--- config.mk ---
export PLATFORM = sky130hd
export DESIGN_NAME = uart_receiver
export DESIGN_NICKNAME = d
export VERILOG_FILES = /design/src/rtl/uart_receiver_pkg.sv /design/src/rtl/uart_receiver_fsm.sv /design/src/rtl/uart_receiver.sv
export SDC_FILE = /design/constraint.sdc
export NUM_CORES = 1
export LEC_CHECK = 0
export ABC_AREA = 1
export BUFFER_PORTS_ARGS = -buffer_cell sky130_fd_sc_hd__buf_2
export CAP_MARGIN = 15
export CORE_MARGIN = 4
export CORE_UTILIZATION = 35
export CTS_CLUSTER_DIAMETER = 60
export CTS_CLUSTER_SIZE = 25
export DETAILED_ROUTE_END_ITERATION = 12
export SETUP_SLACK_MARGIN = 0.02
export SYNTH_ARGS = -nofsm -noshare
export SYNTH_HDL_FRONTEND = slang
export SYNTH_HIERARCHICAL = 1
export SYNTH_SLANG_ARGS = --single-unit
export TNS_END_PERCENT = 20
--- constraint.sdc ---
create_clock -name clk -period 4 [get_ports clk]
set_clock_uncertainty 0.1 [all_clocks]
set_input_delay 0 -clock clk [delete_from_list [all_inputs] [get_ports clk]]
set_output_delay 0 -clock clk [all_outputs]
set_load 0.01 [all_outputs]
--- src/rtl/uart_receiver_pkg.sv ---
`default_nettype none
// ============================================================================
//  Module      : DataTypes (package)
//  Description : Shared types and frame constants for the UART receive path.
//  Revision    : 1.0 - initial release
// ============================================================================
package DataTypes;

    typedef logic       bit_t;
    typedef logic [7:0] uint8_t;

    // Receiver FSM states
    typedef enum logic [2:0] {
        IDLE      = 3'd0,
        START     = 3'd1,
        DATA      = 3'd2,
        PARITY    = 3'd3,
        STOP      = 3'd4,
        WAIT_HIGH = 3'd5
    } uart_rx_state_t;

    localparam int UART_DATA_BITS  = 8;
    localparam int UART_FRAME_BITS = 11;

    // Even parity of a byte: the parity bit a well-formed frame must carry
    function automatic bit_t even_parity(input uint8_t d);
        return ^d;
    endfunction

endpackage
`default_nettype wire

--- src/rtl/uart_receiver_fsm.sv ---
`default_nettype none
// ============================================================================
//  Module      : uart_rx_fsm
//  Description : State register and next-state / control decode for the UART
//                receiver. Emits timer, bit-counter, shift and capture
//                controls to the datapath in uart_receiver.
//  Revision    : 1.0 - initial release
// ============================================================================
module uart_rx_fsm
    import DataTypes::*;
(
    input  logic clk,
    input  logic reset,
    input  logic rx_s_i,
    input  logic timer_expired_i,
    input  logic last_bit_i,
    output logic busy_o,
    output logic load_half_o,
    output logic load_full_o,
    output logic clr_cnt_o,
    output logic cnt_inc_o,
    output logic shift_o,
    output logic cap_parity_o,
    output logic cap_frame_o
);

    uart_rx_state_t state_q, state_d;

    // State register; reset aborts any frame in progress
    always_ff @(posedge clk or negedge reset) begin
        if (!reset) state_q <= IDLE;
        else        state_q <= state_d;
    end

    // Next-state and datapath control decode
    always_comb begin
        state_d      = state_q;
        busy_o       = (state_q != IDLE);
        load_half_o  = 1'b0;
        load_full_o  = 1'b0;
        clr_cnt_o    = 1'b0;
        cnt_inc_o    = 1'b0;
        shift_o      = 1'b0;
        cap_parity_o = 1'b0;
        cap_frame_o  = 1'b0;
        case (state_q)
            IDLE: begin
                if (!rx_s_i) begin
                    state_d     = START;
                    load_half_o = 1'b1;
                end
            end
            START: begin
                if (timer_expired_i) begin
                    if (!rx_s_i) begin
                        state_d     = DATA;
                        load_full_o = 1'b1;
                        clr_cnt_o   = 1'b1;
                    end else begin
                        // Line back high at mid-start: treat as a glitch
                        state_d = IDLE;
                    end
                end
            end
            DATA: begin
                if (timer_expired_i) begin
                    shift_o     = 1'b1;
                    load_full_o = 1'b1;
                    if (last_bit_i) state_d   = PARITY;
                    else            cnt_inc_o = 1'b1;
                end
            end
            PARITY: begin
                if (timer_expired_i) begin
                    cap_parity_o = 1'b1;
                    load_full_o  = 1'b1;
                    state_d      = STOP;
                end
            end
            STOP: begin
                if (timer_expired_i) begin
                    cap_frame_o = 1'b1;
                    state_d     = rx_s_i ? IDLE : WAIT_HIGH;
                end
            end
            WAIT_HIGH: begin
                // Broken stop bit: do not hunt for a start edge until line idles
                if (rx_s_i) state_d = IDLE;
            end
            default: state_d = IDLE;
        endcase
    end

endmodule
`default_nettype wire

--- src/rtl/uart_receiver.sv ---
`default_nettype none
// ============================================================================
//  Module      : uart_receiver
//  Description : UART receiver for 11-bit frames (start, 8 data MSB first,
//                even parity, stop). Mid-bit sampling via a bit timer; the
//                byte and error flags are presented with a one-cycle strobe.
//                Optional macro UART_RX_PARITY_CHECK_EN enables parity
//                checking; otherwise the parity slot is consumed and ignored.
//  Revision    : 1.0 - initial release
// ============================================================================
module uart_receiver
    import DataTypes::*;
#(
    parameter int BIT_PERIOD = 434
) (
    input  logic   clk,
    input  logic   reset,
    input  logic   serial_input_rx,
    output uint8_t rx_data,
    output logic   data_valid,
    output logic   parity_error,
    output logic   framing_error,
    output logic   busy
);

    localparam int TW = $clog2(BIT_PERIOD + 1);
    localparam logic [TW-1:0] HALF_PERIOD = TW'(BIT_PERIOD / 2);
    localparam logic [TW-1:0] FULL_PERIOD = TW'(BIT_PERIOD);
    localparam logic [2:0]    LAST_BIT    = 3'(UART_DATA_BITS - 1);

    logic [1:0]    sync_q;
    logic          rx_s;
    logic [TW-1:0] timer_q, timer_d;
    logic [2:0]    bit_cnt_q, bit_cnt_d;
    uint8_t        shift_q, shift_d;
    uint8_t        rx_data_q, rx_data_d;
    logic          data_valid_q, data_valid_d;
    logic          parity_error_q, parity_error_d;
    logic          framing_error_q, framing_error_d;

    logic timer_expired, last_bit;
    logic load_half, load_full, clr_cnt, cnt_inc, shift_en, cap_parity, cap_frame;

    assign rx_s          = sync_q[1];
    assign timer_expired = (timer_q == TW'(1));
    assign last_bit      = (bit_cnt_q == LAST_BIT);

    uart_rx_fsm u_fsm (
        .clk             (clk),
        .reset           (reset),
        .rx_s_i          (rx_s),
        .timer_expired_i (timer_expired),
        .last_bit_i      (last_bit),
        .busy_o          (busy),
        .load_half_o     (load_half),
        .load_full_o     (load_full),
        .clr_cnt_o       (clr_cnt),
        .cnt_inc_o       (cnt_inc),
        .shift_o         (shift_en),
        .cap_parity_o    (cap_parity),
        .cap_frame_o     (cap_frame)
    );

`ifdef UART_RX_PARITY_CHECK_EN
    logic parity_q;

    // Hold the received parity bit until the stop sample
    always_ff @(posedge clk or negedge reset) begin
        if (!reset)          parity_q <= 1'b0;
        else if (cap_parity) parity_q <= rx_s;
    end

    assign parity_error_d = cap_frame ? (parity_q != even_parity(shift_q)) : parity_error_q;
`else
    // Parity slot is timed by the FSM but its value is discarded
    logic unused_cap_parity;
    assign unused_cap_parity = cap_parity;
    assign parity_error_d    = 1'b0;
`endif

    // Datapath next-state: timer, bit counter, shifter and output capture
    always_comb begin
        timer_d = timer_q;
        if (load_half)              timer_d = HALF_PERIOD;
        else if (load_full)         timer_d = FULL_PERIOD;
        else if (timer_q != '0)     timer_d = timer_q - 1'b1;

        bit_cnt_d = bit_cnt_q;
        if (clr_cnt)      bit_cnt_d = 3'd0;
        else if (cnt_inc) bit_cnt_d = bit_cnt_q + 3'd1;

        // First received bit ends up in bit 7 (MSB-first line order)
        shift_d = shift_en ? {shift_q[6:0], rx_s} : shift_q;

        rx_data_d       = cap_frame ? shift_q : rx_data_q;
        framing_error_d = cap_frame ? ~rx_s   : framing_error_q;
        data_valid_d    = cap_frame;
    end

    // Synchronizer and datapath registers
    always_ff @(posedge clk or negedge reset) begin
        if (!reset) begin
            sync_q          <= 2'b11;
            timer_q         <= '0;
            bit_cnt_q       <= 3'd0;
            shift_q         <= 8'h00;
            rx_data_q       <= 8'h00;
            data_valid_q    <= 1'b0;
            parity_error_q  <= 1'b0;
            framing_error_q <= 1'b0;
        end else begin
            sync_q          <= {sync_q[0], serial_input_rx};
            timer_q         <= timer_d;
            bit_cnt_q       <= bit_cnt_d;
            shift_q         <= shift_d;
            rx_data_q       <= rx_data_d;
            data_valid_q    <= data_valid_d;
            parity_error_q  <= parity_error_d;
            framing_error_q <= framing_error_d;
        end
    end

    assign rx_data       = rx_data_q;
    assign data_valid    = data_valid_q;
    assign parity_error  = parity_error_q;
    assign framing_error = framing_error_q;

endmodule
`default_nettype wire

After elaboration in Yosys (flattened, before gate mapping)
Index checks and enable logic that the tools add are counted.

word-level totals
  register bits after elaboration = 35
  input port bits = 3

cells by class
  add/subtract/negate cells = 2
  equality and inequality tests = 14
  multiplexer cells = 26
  bitwise logic cells = 1
  reductions and logical operators = 7

operators by type and width
  operator                                          count
  2-to-1 mux 3 bit                                  10
  2-to-1 mux 9 bit                                  3
  one-hot mux 3 bit (6 select lines)                1
  inequality test 2 bit, second input constant      7
  2-to-1 mux 1 bit                                  10
  == test 3 bit, second input constant              3
  == test 9 x 1 -> 1 bit, second input constant     1
  nonzero test 9 bit                                1
  subtractor 9 x 1 -> 9 bit, second input constant  1
  AND reduction 7 bit                               1
  == test 3 x 2 -> 1 bit, second input constant     2
  nonzero test 3 bit                                2
  adder 3 x 1 -> 3 bit, second input constant       1
  == test 3 x 1 -> 1 bit, second input constant     1
  zero test 3 bit                                   1
  2-to-1 mux 2 bit                                  1
  one-hot mux 1 bit (2 select lines)                1
  nonzero test 2 bit                                1
  OR reduction 2 bit                                1
  inverter 1 bit                                    1

Longest topological paths before layout
  word-level depth = 6
  gate-level depth with buffers = 11
  gate-level depth less buffers = 11

Modules after synthesis
The synthesis kept the hierarchy.

modules (own cells, without submodules)
  module         times used  cells each  area each (um^2)  sequential area each (um^2)
  uart_receiver  1           152         1,412.6           803.3
  uart_rx_fsm    1           52          296.5             75.1

Worst setup path after synthesis
Ideal clock, no wire load.

  path type = reg-to-reg
  from = reg timer_q[1]
  to = reg rx_data_q[3], in the netlist rx_data[3]
  setup time = 0.132 ns
  arrival = 1.600 ns
  required time = 3.768 ns
  slack = 2.168 ns
  cell stages (with the launch flop) = 11
  buffers on the path = 1
  clock period less this slack = 1.832 ns
  cells stage by stage = dfrtp_1 inv_1 ha_1 nand3_1 nor2_1 inv_1 nor2_1 inv_1 clkbuf_1 nand2_1 o21ai_0

on the way
  word-level cells in the longest chain between the ends = 3

RTL lines
  item                     RTL line                 text
  start, declared          uart_receiver.sv:33      logic [TW-1:0] timer_q, timer_d;
  start signal, assigned   uart_receiver.sv:113     timer_q <= timer_d;
  == test 9 x 1 -> 1 bit   uart_receiver.sv:45      assign timer_expired = (timer_q == TW'(1));
  named net timer_expired  uart_receiver.sv:41      logic timer_expired, last_bit;
  2-to-1 mux 1 bit         uart_receiver_fsm.sv:81  if (timer_expired_i) begin
  2-to-1 mux 1 bit         uart_receiver_fsm.sv:46  case (state_q)
  named net cap_frame      uart_receiver.sv:42      logic load_half, load_full, clr_cnt, cnt_inc, shift_en, cap_parity, cap_frame;
  end signal, assigned     uart_receiver.sv:116     rx_data_q <= rx_data_d;
  end, declared            uart_receiver.sv:36      uint8_t rx_data_q, rx_data_d;

The timed path passes the listed nets, and every way through them passes these cells.
A chain may end at the register's enable or synchronous reset.

Final worst setup path
  from = reg timer_q[1]
  to = reg shift_q[0]

on the way
  word-level cells in the longest chain between the ends = 3

RTL lines
  item                     RTL line                 text
  == test 9 x 1 -> 1 bit   uart_receiver.sv:45
  named net timer_expired  uart_receiver.sv:41
  2-to-1 mux 1 bit         uart_receiver_fsm.sv:66  if (timer_expired_i) begin
  2-to-1 mux 1 bit         uart_receiver_fsm.sv:46
  named net shift_en       uart_receiver.sv:42
  end signal, assigned     uart_receiver.sv:115     shift_q <= shift_d;
  end, declared            uart_receiver.sv:35      uint8_t shift_q, shift_d;

The timed path passes the listed nets, and every way through them passes these cells.

==> impl_metrics.env <==
export IMPL_cts_htree_levels=2
export IMPL_cpMaxStageDelayCell="sky130_fd_sc_hd__nor2_1"
export IMPL_drtPass1Iterations=4
export IMPL_grtUsageMet3_pct=4.06
export IMPL_cts_hold_buf=2
export IMPL_crit_chain="inv_1 -> ha_1 -> nand3_1 -> nor2_1 -> inv_1 -> nor2_1 -> o21ai_0"
export IMPL_die_width_um=77.8
export IMPL_finalHoldViolCount=0
export IMPL_syn_to_final_growth_pct=14.5
export IMPL_crit_path_max_incr_delay_ps=650
export IMPL_critPathMaxFanout=16
export IMPL_max_clock_path_buffers=2
export IMPL_timing_worst_slew_pin_value_ps=810
export IMPL_busiest_layer="met2"
export IMPL_worst_slew_margin_rel_pct=45.8
export IMPL_syn_nets=210
export IMPL_residual_antenna_violating_net_count_after_detailed_routing=0
export IMPL_grt_first_pass_wirelength_mm=5.62
export IMPL_grt_antenna_before_repair=0
export IMPL_total_leakage_power_uw=0.000968
export IMPL_grt_overflow_total=0
export IMPL_chipHeight_um=77.8
export IMPL_setup_total_negative_slack_ps=0
export IMPL_postSynthCellCount=203
export IMPL_cts_tree="yes"
export IMPL_rsz0062_at_grt="no"
export IMPL_nets=228
export IMPL_total_count_of_max_transition_violations_in_the_final_report=0
export IMPL_finalCriticalPeriod_ps=2200
export IMPL_postCtsSetupBuffers=0
export IMPL_drc=0
export IMPL_io_pin_count=15
export IMPL_cts_resized=0
export IMPL_worst_setup_path_end_kind="flop"
export IMPL_dpl_hpwl_mm=2.21
export IMPL_worstSkewPairLatency_ps=290
export IMPL_run_status="complete, no violations"
export IMPL_wire_per_inst_um=10.8
export IMPL_cts_buffers=5
export IMPL_maximum_vdd_ir_drop_uv=127
export IMPL_fmax_mhz=455
export IMPL_fp_dieArea_um2=6050
export IMPL_worst_endpoint_arrival_ps=2240
export IMPL_worstSetupStartpointType="flop"
export IMPL_finalPower_uw=648
export IMPL_initial_core_util_pct=36.1
export IMPL_floorplan_core_area_um2=4720
export IMPL_timing_max_cap_violations=0
export IMPL_cts_reportedPaths_clkPinSlew_ps=80
export IMPL_detailroute_via_count=1287
export IMPL_average_size_of_a_mapped_cell_um2=8.40
export IMPL_min_path_type="in -> async"
export IMPL_port_buffers=13
export IMPL_drt_iter0_drc=82
export IMPL_post_route_cells_drive_above_1_share_pct=16.7
export IMPL_antenna_cells=0
export IMPL_met1_track_demand_over_resource_in_global_routing_pct=14.4
export IMPL_drt_total_wl_mm=3.13
export IMPL_gp_routability_congestion=0.806
export IMPL_critical_path_required_ps=4040
export IMPL_global_route_met2_usage_pct=18.4
export IMPL_routed_via_density=4.45
export IMPL_clockRootBuffer="sky130_fd_sc_hd__clkbuf_8"
export IMPL_clock_sinks=35
export IMPL_startpoint_of_the_worst_register_to_register_path="timer_q[1]$_DFFE_PN0P_"
export IMPL_synth_area_um2=1710
export IMPL_power_density_nw_per_um2=332
export IMPL_grt_pass1_vias=1251
export IMPL_globalRouteTotalUtil_pct=11.7
export IMPL_grt_max_degree=36
export IMPL_fillers=485
export IMPL_crit_path_start="timer_q[1]$_DFFE_PN0P_"
export IMPL_crit_type="reg -> reg"
export IMPL_placementRows=25
export IMPL_setup_violations=0
export IMPL_synth_warnings=6
export IMPL_finalCritPeriodShare_pct=54.9
-- placed cells by master, fill, tap and decap left out, types with 3 or more instances in the layout --
| cell | n |
|---|---|
| sky130_fd_sc_hd__nand2_1 | 47 |
| sky130_fd_sc_hd__dfrtp_1 | 33 |
| sky130_fd_sc_hd__inv_1 | 26 |
| sky130_fd_sc_hd__nor2_1 | 21 |
| sky130_fd_sc_hd__o21ai_0 | 17 |
| sky130_fd_sc_hd__nand3_1 | 16 |
| sky130_fd_sc_hd__buf_2 | 13 |
| sky130_fd_sc_hd__a21oi_1 | 7 |
| sky130_fd_sc_hd__clkbuf_8 | 6 |
| sky130_fd_sc_hd__ha_1 | 4 |
| sky130_fd_sc_hd__nor2_4 | 3 |
| sky130_fd_sc_hd__nand2_2 | 3 |
| sky130_fd_sc_hd__nand4_1 | 3 |
| sky130_fd_sc_hd__o21ai_1 | 3 |
-- per-layer routing --
metal	share of wire, %	vias to the layer above
met4	2.3	0
met5	0	-
met1	49	587
met2	45	16
met3	3.9	8
li1	-	676
-- stage by stage --
stage          instance area, µm²  hold WS [ps]  setup slack (ps)  utilization [%]  cells
6_report                     1950           220              1800             41.3    289
5_1_grt                      1950           253              1410             41.3    289
4_1_cts                      1950           233              1810             41.3    289
3_5_place_dp                 1830          8.60              1820             38.8    279
3_3_place_gp                 1830          7.13              1900             38.8    279
2_1_floorplan                1710          -396              2180                -    203
-- critical path: cells and delay by family, from the launching register on --
kind / cells / cell delay [ps]
AOI/OAI and AO/OA: 1 / 210
adders and majority gates: 1 / 160
buffers and inverters: 2 / 280
DFF: 1 / 390
and+or+nand+nor: 3 / 900
-- flip-flops by register name, summed over array words and instances, names as in the netlist --
register / flops
shift_q: 8
data_valid: 1
timer_q: 9
rx_data: 8
u_fsm/state_q: 3
bit_cnt_q: 3
sync_q: 2
framing_error: 1
-- power by group --
group / total, µW / leakage, µW / switching (µW) / internal (µW)
registers: 357 / 0.000457 / 1.27 / 355
clock network: 281 / 0.0000474 / 140 / 141
logic: 10.8 / 0.000464 / 8.38 / 2.45
total: 648 / 0.000968 / 150 / 498
-- final cells by class --
class / instances / area [µm²] / share of cell area [%]
flip-flops and latches: 35 / 878 / 45.0
repair buffers: 15 / 85.1 / 4.36
multi-input cells: 137 / 704 / 36.1
clock buffers: 6 / 82.6 / 4.23
clock inverters: 2 / 16.3 / 0.833
well taps: 67 / 83.8 / 4.29
inverters: 27 / 101 / 5.19
-- worst paths after layout --
path | endpoint | slack, ps | cells after the start
min reg2reg | sync_q[1]$_DFF_PN1_ | 260 | 0
min in group clk | sync_q[0]$_DFF_PN1_ | 250 | 2
max in group asynchronous | u_fsm/state_q[0]$_DFFE_PN0P_ | 3080 | 2
min | rx_data[1]$_DFFE_PN0P_ | 220 | 2
max | shift_q[0]$_DFFE_PN0P_ | 1800 | 7
max reg2reg | shift_q[0]$_DFFE_PN0P_ | 1800 | 7
No activity file was read; power rests on OpenSTA's default activity.
